### src/rtl/serial_adder.sv
// Bit-serial adder: one full adder and a carry flop walk the operands LSB first,
// producing a WIDTH-bit sum and carry-out after WIDTH shift cycles.
//
// state | meaning
// IDLE  | waiting for start; operands latched on the accepting edge
// SHIFT | one operand bit added per clock, LSB first (busy=1)
// DONE  | single cycle with a fresh sum/cout (done=1), then back to IDLE
module serial_adder #(
    parameter int WIDTH = 8
) (
    input  logic             clk,
    input  logic             rst_n,
    input  logic             start,
    input  logic [WIDTH-1:0] a,
    input  logic [WIDTH-1:0] b,
    input  logic             cin,
    output logic             busy,
    output logic             done,
    output logic [WIDTH-1:0] sum,
    output logic             cout
);

    localparam int CW = $clog2(WIDTH) + 1;
    localparam logic [CW-1:0] LAST = CW'(WIDTH - 1);

    typedef enum logic [1:0] {IDLE, SHIFT, DONE} state_t;

    state_t           state, state_nxt;
    logic [CW-1:0]    cnt;
    logic [WIDTH-1:0] a_sr, b_sr, r_sr;
    logic             carry;
    logic             fa_s, fa_c;
    logic             last_bit;

    assign fa_s     = a_sr[0] ^ b_sr[0] ^ carry;
    assign fa_c     = (a_sr[0] & b_sr[0]) | (a_sr[0] & carry) | (b_sr[0] & carry);
    assign last_bit = (cnt == LAST);

    always_ff @(posedge clk or negedge rst_n) begin
        if (!rst_n) begin
            state <= IDLE;
        end else begin
            state <= state_nxt;
        end
    end

    always_comb begin
        state_nxt = state;
        busy      = 1'b0;
        done      = 1'b0;
        unique case (state)
            IDLE: begin
                if (start) begin
                    state_nxt = SHIFT;
                end
            end
            SHIFT: begin
                busy = 1'b1;
                if (last_bit) begin
                    state_nxt = DONE;
                end
            end
            DONE: begin
                done      = 1'b1;
                state_nxt = IDLE;
            end
            default: state_nxt = IDLE;
        endcase
    end

    // sum/cout only change on the edge entering DONE, so partial results never show
    always_ff @(posedge clk or negedge rst_n) begin
        if (!rst_n) begin
            cnt   <= '0;
            a_sr  <= '0;
            b_sr  <= '0;
            r_sr  <= '0;
            carry <= 1'b0;
            sum   <= '0;
            cout  <= 1'b0;
        end else begin
            unique case (state)
                IDLE: begin
                    if (start) begin
                        a_sr  <= a;
                        b_sr  <= b;
                        carry <= cin;
                        cnt   <= '0;
                    end
                end
                SHIFT: begin
                    r_sr  <= {fa_s, r_sr[WIDTH-1:1]};
                    a_sr  <= a_sr >> 1;
                    b_sr  <= b_sr >> 1;
                    carry <= fa_c;
                    cnt   <= cnt + CW'(1);
                    if (last_bit) begin
                        sum  <= {fa_s, r_sr[WIDTH-1:1]};
                        cout <= fa_c;
                    end
                end
                default: ;
            endcase
        end
    end

endmodule
### config.mk
export PLATFORM = sky130hd
export DESIGN_NAME = serial_adder
export DESIGN_NICKNAME = d
export VERILOG_FILES = /design/src/rtl/serial_adder.sv
export SDC_FILE = /design/constraint.sdc
export NUM_CORES = 1
export LEC_CHECK = 0
export BUFFER_PORTS_ARGS = -buffer_cell sky130_fd_sc_hd__buf_2
export CORE_MARGIN = 2
export CORE_UTILIZATION = 50
export DETAILED_ROUTE_END_ITERATION = 10
export PLACE_DENSITY_LB_ADDON = 0.25
export SLEW_MARGIN = 20
export SYNTH_ARGS = -nofsm -noshare
export SYNTH_HDL_FRONTEND = slang
export SYNTH_SLANG_ARGS = --single-unit
### constraint.sdc
create_clock -name clk -period 1.7 [get_ports clk]
set_input_delay 0.51 -clock clk [delete_from_list [all_inputs] [get_ports clk]]
set_output_delay 0.51 -clock clk [all_outputs]
set_load 0.01 [all_outputs]
**Word level (Yosys, flattened, before mapping)**

Cells that the tools add are included.

- Register bits after elaboration: 40
- Input port bits: 20
- Logic and storage cells: 39

- $add $sub $neg: 1
- Equal/unequal tests: 5
- Multiplexer cells: 13
- Bitwise operators: 7
- Reductions and logical operators: 5

Operators with widths:

| cell | count |
|---|---|
| $pmux W8 S2 | 2 |
| $mux W8 | 2 |
| $pmux W4 S2 | 1 |
| $reduce_and A2 Y1 | 3 |
| $add A4 B1 Y4 const B | 1 |
| $eq A4 B3 Y1 const B | 1 |
| $mux W2 | 2 |
| $mux W4 | 1 |
| $ne A2 B2 Y1 const B | 2 |
| $pmux W2 S2 | 1 |
| $and A1 B1 Y1 | 3 |
| $mux W1 | 3 |
| $eq A2 B1 Y1 const B | 1 |
| $eq A2 B2 Y1 const B | 1 |
| $logic_not A2 Y1 | 1 |
| $or A1 B1 Y1 | 2 |
| $pmux W1 S2 | 1 |
| $reduce_bool A2 Y1 | 1 |
| $xor A1 B1 Y1 | 2 |

**Longest topological paths before layout**

Gate-level depths: netlist (run 1).

- Depth in word-level cells: 4
- Depth in mapped cells: 7
- Mapped depth without buffers: 4

**Least setup slack after synthesis (run 1)**

OpenSTA, ideal clock, no wires.

- Kind: reg2out
- Start: reg state[0]
- End: out busy
- Data arrival time: 0.981 ns
- Data required time: 1.190 ns
- Path slack: 0.209 ns
- Stages on the path, launching flop included: 6
- Cell sequence: dfrtp_1 -> buf_6 -> nand2b_4 -> buf_6 -> inv_1 -> clkbuf_1

- Word-level cells in the longest chain between the ends: 2

RTL lines:

| element | RTL line | source |
|---|---|---|
| start: declaration | 28 | `state_t state, state_nxt;` |
| start signal: assignment | 43 | `state <= state_nxt;` |
| $eq A2 B1 Y1 | 51 | `unique case (state)` |
| $mux W1 | 51 |  |
| end: declaration | 17 | `output logic busy,` |

Every way passes these cells.

**Final worst setup path (run 1)**

- Start: reg state[0]
- End: out done

- Word-level cells in the longest chain between the ends: 2

RTL lines:

| element | RTL line | source |
|---|---|---|
| $eq A2 B2 Y1 | 51 |  |
| $mux W1 | 51 |  |
| end: declaration | 18 | `output logic done,` |

Every way passes these cells.

==> flow_summary.toml, run 1 <==
[outcome]
status = "completed"

[logic_synthesis]
syn_area_mm2 = 0.00169
ys.flop_type = "dfrtp_1"
syn_inst = 157
async_flop_share_pct = 100
muxShareOfSynthArea_pct = 6.68
yosys.area_share.simple_pct = 14.8
syn_area_per_cell_um2 = 10.7
synth_compound_area_share_pct = 14.8
synthXorXnorAreaFrac_pct = 0
synth_edf_count = 0
synth.distinct_cells = 23
synth_adder_area_share_pct = 1.93
synth_top_cell_area_share_pct = 57.9
ys_ff_latch = 39
yosysWarnings = 0
synth_top_family_by_area = "simple AND/OR/NAND/NOR gates"
synth.net_count = 179
ys_seq_area_share_pct = 57.9
yosysTopAreaCell = "dfrtp_1"
synth.area.top_cells = "dfrtp_1 (58%), nand2_1 (8.7%), mux2_2 (6.7%), a22oi_1 (4.9%), o21ai_0 (4.8%)"

[grt]
overflow = 0
grt_pass1_wl_mm = 5.42
grt_max_degree = 40
grt_pass1_vias = 1215
grt_usage_pct = 19.9
antenna_found_initial = 0

[setup_path]
cp.arrival_ns = 1.16
r2r_slack_ns = 0.15
path_max_fanout = 5
worstSetupPathType = "flip-flop to output port"
worstReg2RegStart = "cnt[0]"
crit_path_end_kind = "output port"
startpoint = "state[0]"
start_kind = "flip-flop"
reg2reg_depth = 5
required_ns = 1.19
r2r_end = "sum[5]"

[cts]
numCtsBuffers = 5
cts_hold_buf = 0
cts_num_sinks = 39
cts_max_level = 2
cts_tree = "yes"
cts_buffer_depth = 2
cts_root_buf = "clkbuf_4"
insertion_delay_ns = 0.35
cts.clk_slew.worst_paths_ns = 0.12

[finish]
nets = 221
fin_cells = 246
area_growth_syn_to_layout_pct = 22.3
most-common-layout-cells = "nand2_1 (39), dfrtp_1 (39), buf_2 (29), o21ai_0 (16), buf_4 (12)"
fin_util_pct = 62.8
drive_gt1_share_pct = 34.0
antenna_cells = 0
finalInstanceArea_mm2 = 0.00206

[floorplanning]
core-area_mm2 = 0.00328
num_rows = 21
die_w_um = 62.1
start_util_pct = 51.3
die-area_mm2 = 0.00385
die_y_um = 62.1
pin_count = 31

[sta]
post-route-period-util_pct = 98.2
tns_ns = 0
grt_setup_unrepaired = "yes"
fin_crit_ns = 1.67
setup-violations-final = 0
clock_skew_ns = 0.0110
maxSlewViolCount = 0
finalHoldViolCount = 0
worst_pin_slew_ns = 0.481
relSlewSlack_pct = 67.9
clock.fmax_mhz = 599

[route]
routed_wl_mm = 3.36
wire_per_inst_um = 13.6
drtAntennaViolNets = 0
drc_errors = 0
drt_iter0_drc = 48
via_per_inst = 5.18
via_count = 1275
dr.pass1.iters = 4

[power_and_ir_drop]
p_per_area_mw_per_mm2 = 1620
p_leak_uw = 0.00102
ir_drop_uv = 772

[place]
gp_congestion = 0.728
dp.cells = 232
place_area_mm2 = 0.00191
port_buffers = 30
dp_hpwl_mm = 2.36

[min_path]
hold_class = "input port to async pin"

[run]
maxCapViolCount = 0
==> kinds of logic (layout without fill, tap and decap cells) <==
group,Yosys count,count (layout)
and+or+nand+nor,53,53
AOI/OAI and AO/OA,40,40
DFF,39,39
buffers and inverters,13,56
muxes,10,10
adders and majority gates,2,2
==> stage by stage <==
stage | worst slack (ns) | power (uW) | hold WS (ns)
6_report | 0.0306 | 3330 | 0.200
5_1_grt | -0.0215 | 3600 | 0.217
4_1_cts | -0.0128 | 3320 | 0.200
3_5_place_dp | 0.0816 | 2640 | 0.473
3_3_place_gp | 0.137 | 2550 | 0.462
2_1_floorplan | 0.209 | 2260 | 0.214
==> Yosys cell counts (all sizes together) (2+ instances only) <==
master	instances
a21oi	6
a22o	2
a22oi	11
a31oi	2
and3b	4
buf	3
clkbuf	7
dfrtp	39
inv	3
mux2	10
nand2	39
nor2	4
nor2b	3
o21ai	16
==> critical path, stage by stage, from the launching register on <==
cell,delay [ns]
dfrtp_1,0.45
buf_6,0.15
nor2_2,0.08
buf_2,0.12
==> cell type report <==
class,count,area [um2]
clock buffer,5,37.5
clock inverter,3,43.8
fill,285,1220
inverter,3,11.3
multi-input combinational,105,647
sequential,39,976
tap,46,57.6
timing repair buffer,45,289
==> registers in the layout, indices dropped and copies added (netlist names) <==
register / flops
a_sr: 8
b_sr: 8
carry: 1
cnt: 4
cout: 1
r_sr: 7
state: 2
sum: 8
==> report_power, final <==
group | total (uW) | switching (uW) | internal (uW)
sequential | 1520 | 245 | 1280
combinational | 1200 | 590 | 607
clock | 609 | 300 | 309
total | 3330 | 1130 | 2200
==> timing repair <==
| item | 4_1_cts | 5_1_grt |
|---|---|---|
| gates resized for setup | 2 | 4 |
| pin swaps | 0 | 2 |
| endpoints found under the setup margin | 2 | 11 |
| buffers inserted | 3 | 3 |
==> how the worst max path moves through the flow <==
stage               slack, ns  endpoint  cells past startpoint
detailed placement       0.08    sum[7]                      4
CTS                     -0.01      done                      3
global route            -0.02      done                      3
floorplan                0.21      busy                      5
global placement         0.14    sum[6]                      4
finish                   0.03      done                      3
==> per-layer routing <==
metal | track usage [%] | routed length [um] | vias up
met1 | 22.6 | 1380 | 611
met3 | 6.21 | 157 | 6
met2 | 35.6 | 1780 | 35
met4 | 6.38 | 42 | 0
met5 | 0 | 0 | -
li1 | - | - | 623
No activity file was read; power rests on OpenSTA's default activity.
==> run 2, diff against run 1 <==
--- a/config.mk
+++ b/config.mk
@@ -5,6 +5,7 @@
 export SDC_FILE = /design/constraint.sdc
 export NUM_CORES = 1
 export LEC_CHECK = 0
+export ABC_AREA = 0
 export BUFFER_PORTS_ARGS = -buffer_cell sky130_fd_sc_hd__buf_2
 export CORE_MARGIN = 2
 export CORE_UTILIZATION = 50
==> constraint.sdc (replaced) <==
create_clock -name clk -period 1.7 [get_ports clk]
set_input_delay 0.51 -clock clk [delete_from_list [all_inputs] [get_ports clk]]
set_output_delay 0.51 -clock clk [all_outputs]
set_load 0.02 [all_outputs]
==> run 2 against run 1 <==
Count of clock-buffer cells in the layout rose by 1. Non-clock buffer count rose by 2. Via count rose by 2.4%. Cell area rose by 3.8%. Clock power rose by 23%. Sequential power barely moved. Flip-flop and latch count did not move. Global-route usage fell by 0.95 points. Largest power group unchanged. Clock skew fell by 0.0026 ns. Critical path depth did not move.
==> flow_summary.toml, run 2 (synthesis gave the netlist of run 1 again) <==
[sta]
setup-violations-final = 0
tns_ns = 0
fin_crit_ns = 1.65
whs_ns = 0.0700
finalHoldViolCount = 0
fin_ws_ns = 0.0485
relSlewSlack_pct = 74.1
clock.fmax_mhz = 606
clock_skew_ns = 0.00846
grt_setup_unrepaired = "no"
worst_pin_slew_ns = 0.388
post-route-period-util_pct = 97.1
maxSlewViolCount = 0

[route]
drt_iter0_drc = 65
via_count = 1305
via_per_inst = 5.26
dr.pass1.iters = 4
wire_per_inst_um = 13.3
drtAntennaViolNets = 0
routed_wl_mm = 3.30
drc_errors = 0

[cts]
cts.clk_slew.worst_paths_ns = 0.11
cts_hold_buf = 0
cts_root_buf = "clkbuf_4"
cts_max_level = 2
cts_buffer_depth = 2
cts_tree = "yes"
insertion_delay_ns = 0.34
numCtsBuffers = 5
cts_num_sinks = 39

[grt]
grt_max_degree = 24
grt_pass1_wl_mm = 5.18
grt_pass1_vias = 1236
grt_usage_pct = 19.0
antenna_found_initial = 0
overflow = 0

[power_and_ir_drop]
ir_drop_uv = 940
p_leak_uw = 0.00106
p_per_area_mw_per_mm2 = 1670

[setup_path]
cp.arrival_ns = 1.14
r2r_slack_ns = 0.14
required_ns = 1.19
worstSetupPathType = "flip-flop to output port"
path_max_fanout = 4
start_kind = "flip-flop"
crit_path_end_kind = "output port"
worstReg2RegStart = "cnt[0]"
r2r_end = "sum[4]"
reg2reg_depth = 5

[floorplanning]
core-area_mm2 = 0.00328
die-area_mm2 = 0.00385
start_util_pct = 51.3
die_w_um = 62.1
die_y_um = 62.1
num_rows = 21
pin_count = 31

[place]
place_ws_ns = 0.0398
gp_congestion = 0.751
port_buffers = 30
place_area_mm2 = 0.00191
dp_hpwl_mm = 2.17
dp.cells = 231

[finish]
multi_input_area_um2 = 652
fill_cells = 279
final-seq-area_um2 = 977
finalInstanceArea_mm2 = 0.00214
nets = 223
fin_cells = 248
most-common-layout-cells = "nand2_1 (39), dfrtp_1 (38), buf_2 (28), o21ai_0 (16), buf_4 (14)"
drive_gt1_share_pct = 34.2
area_growth_syn_to_layout_pct = 26.9
antenna_cells = 0
biggestRegsByFlops = "a_sr (8), b_sr (8), sum (8)"
final_common_cell = "nand2_1"

[outcome]
status = "completed"

[run]
maxCapViolCount = 0

[min_path]
hold_class = "input port to async pin"
## run 2: cell types whose count changed in the layout (fill, tap and decap cells not counted), sizes merged
cell | previous run | this run
clkinv | 2 | 0
buf | 45 | 46
bufbuf | 0 | 1
bufinv | 1 | 2
clkbuf | 5 | 6
## run 2: final cells by class
class | count | share of cell area, %
clock buffer | 6 | 1.93
clock inverter | 2 | 2.81
inverter | 3 | 0.526
multi-input combinational | 105 | 30.5
sequential | 39 | 45.7
tap | 46 | 2.69
timing repair buffer | 47 | 15.9
## run 2: worst max-delay path by stage
stage          startpoint      to  slack, ns  cells past startpoint
2_1_floorplan    state[0]    busy       0.13                      5
3_3_place_gp       cnt[0]  sum[6]       0.14                      4
3_5_place_dp       cnt[0]  sum[1]       0.04                      4
4_1_cts          state[0]    done     0.0006                      3
5_1_grt          state[1]    busy      0.002                      3
6_report         state[0]    done       0.05                      3
## run 2: critical path: stages (launching register included)
cell and delay, ns:
dfrtp_2 0.46, buf_12 0.14, nor2_4 0.07, buf_6 0.12
## run 2: layer usage
layer	global-route usage (%)	vias up	part of all wire, %
met4	8.51	0	1.6
met1	22.2	636	43
met3	4.97	8	4.2
li1	-	632	-
met5	0	-	0
met2	32.6	29	51
## run 2: where the power goes
group | internal (uW) | total [uW] | leakage, uW | switching [uW]
Sequential | 1280 | 1530 | 0.000505 | 244
Clock | 459 | 750 | 0.0000525 | 291
Combinational | 645 | 1310 | 0.000501 | 660
## run 2: repair_timing
| action | in CTS | in global routing |
|---|---|---|
| pin swaps | 0 | 1 |
| resized for setup | 8 | 3 |
| buffers inserted | 3 | 5 |
| endpoints found under the setup margin | 2 | 11 |
| gates cloned | 1 | 0 |
## run 2: per-stage QoR
| stage | utilization, % | total power, uW |
|---|---|---|
| 6_report | 65.1 | 3580 |
| 5_1_grt | 65.1 | 3840 |
| 4_1_cts | 63.7 | 3560 |
| 3_5_place_dp | 58.2 | 2690 |
| 3_3_place_gp | 58.2 | 2620 |
| 2_1_floorplan | - | 2340 |
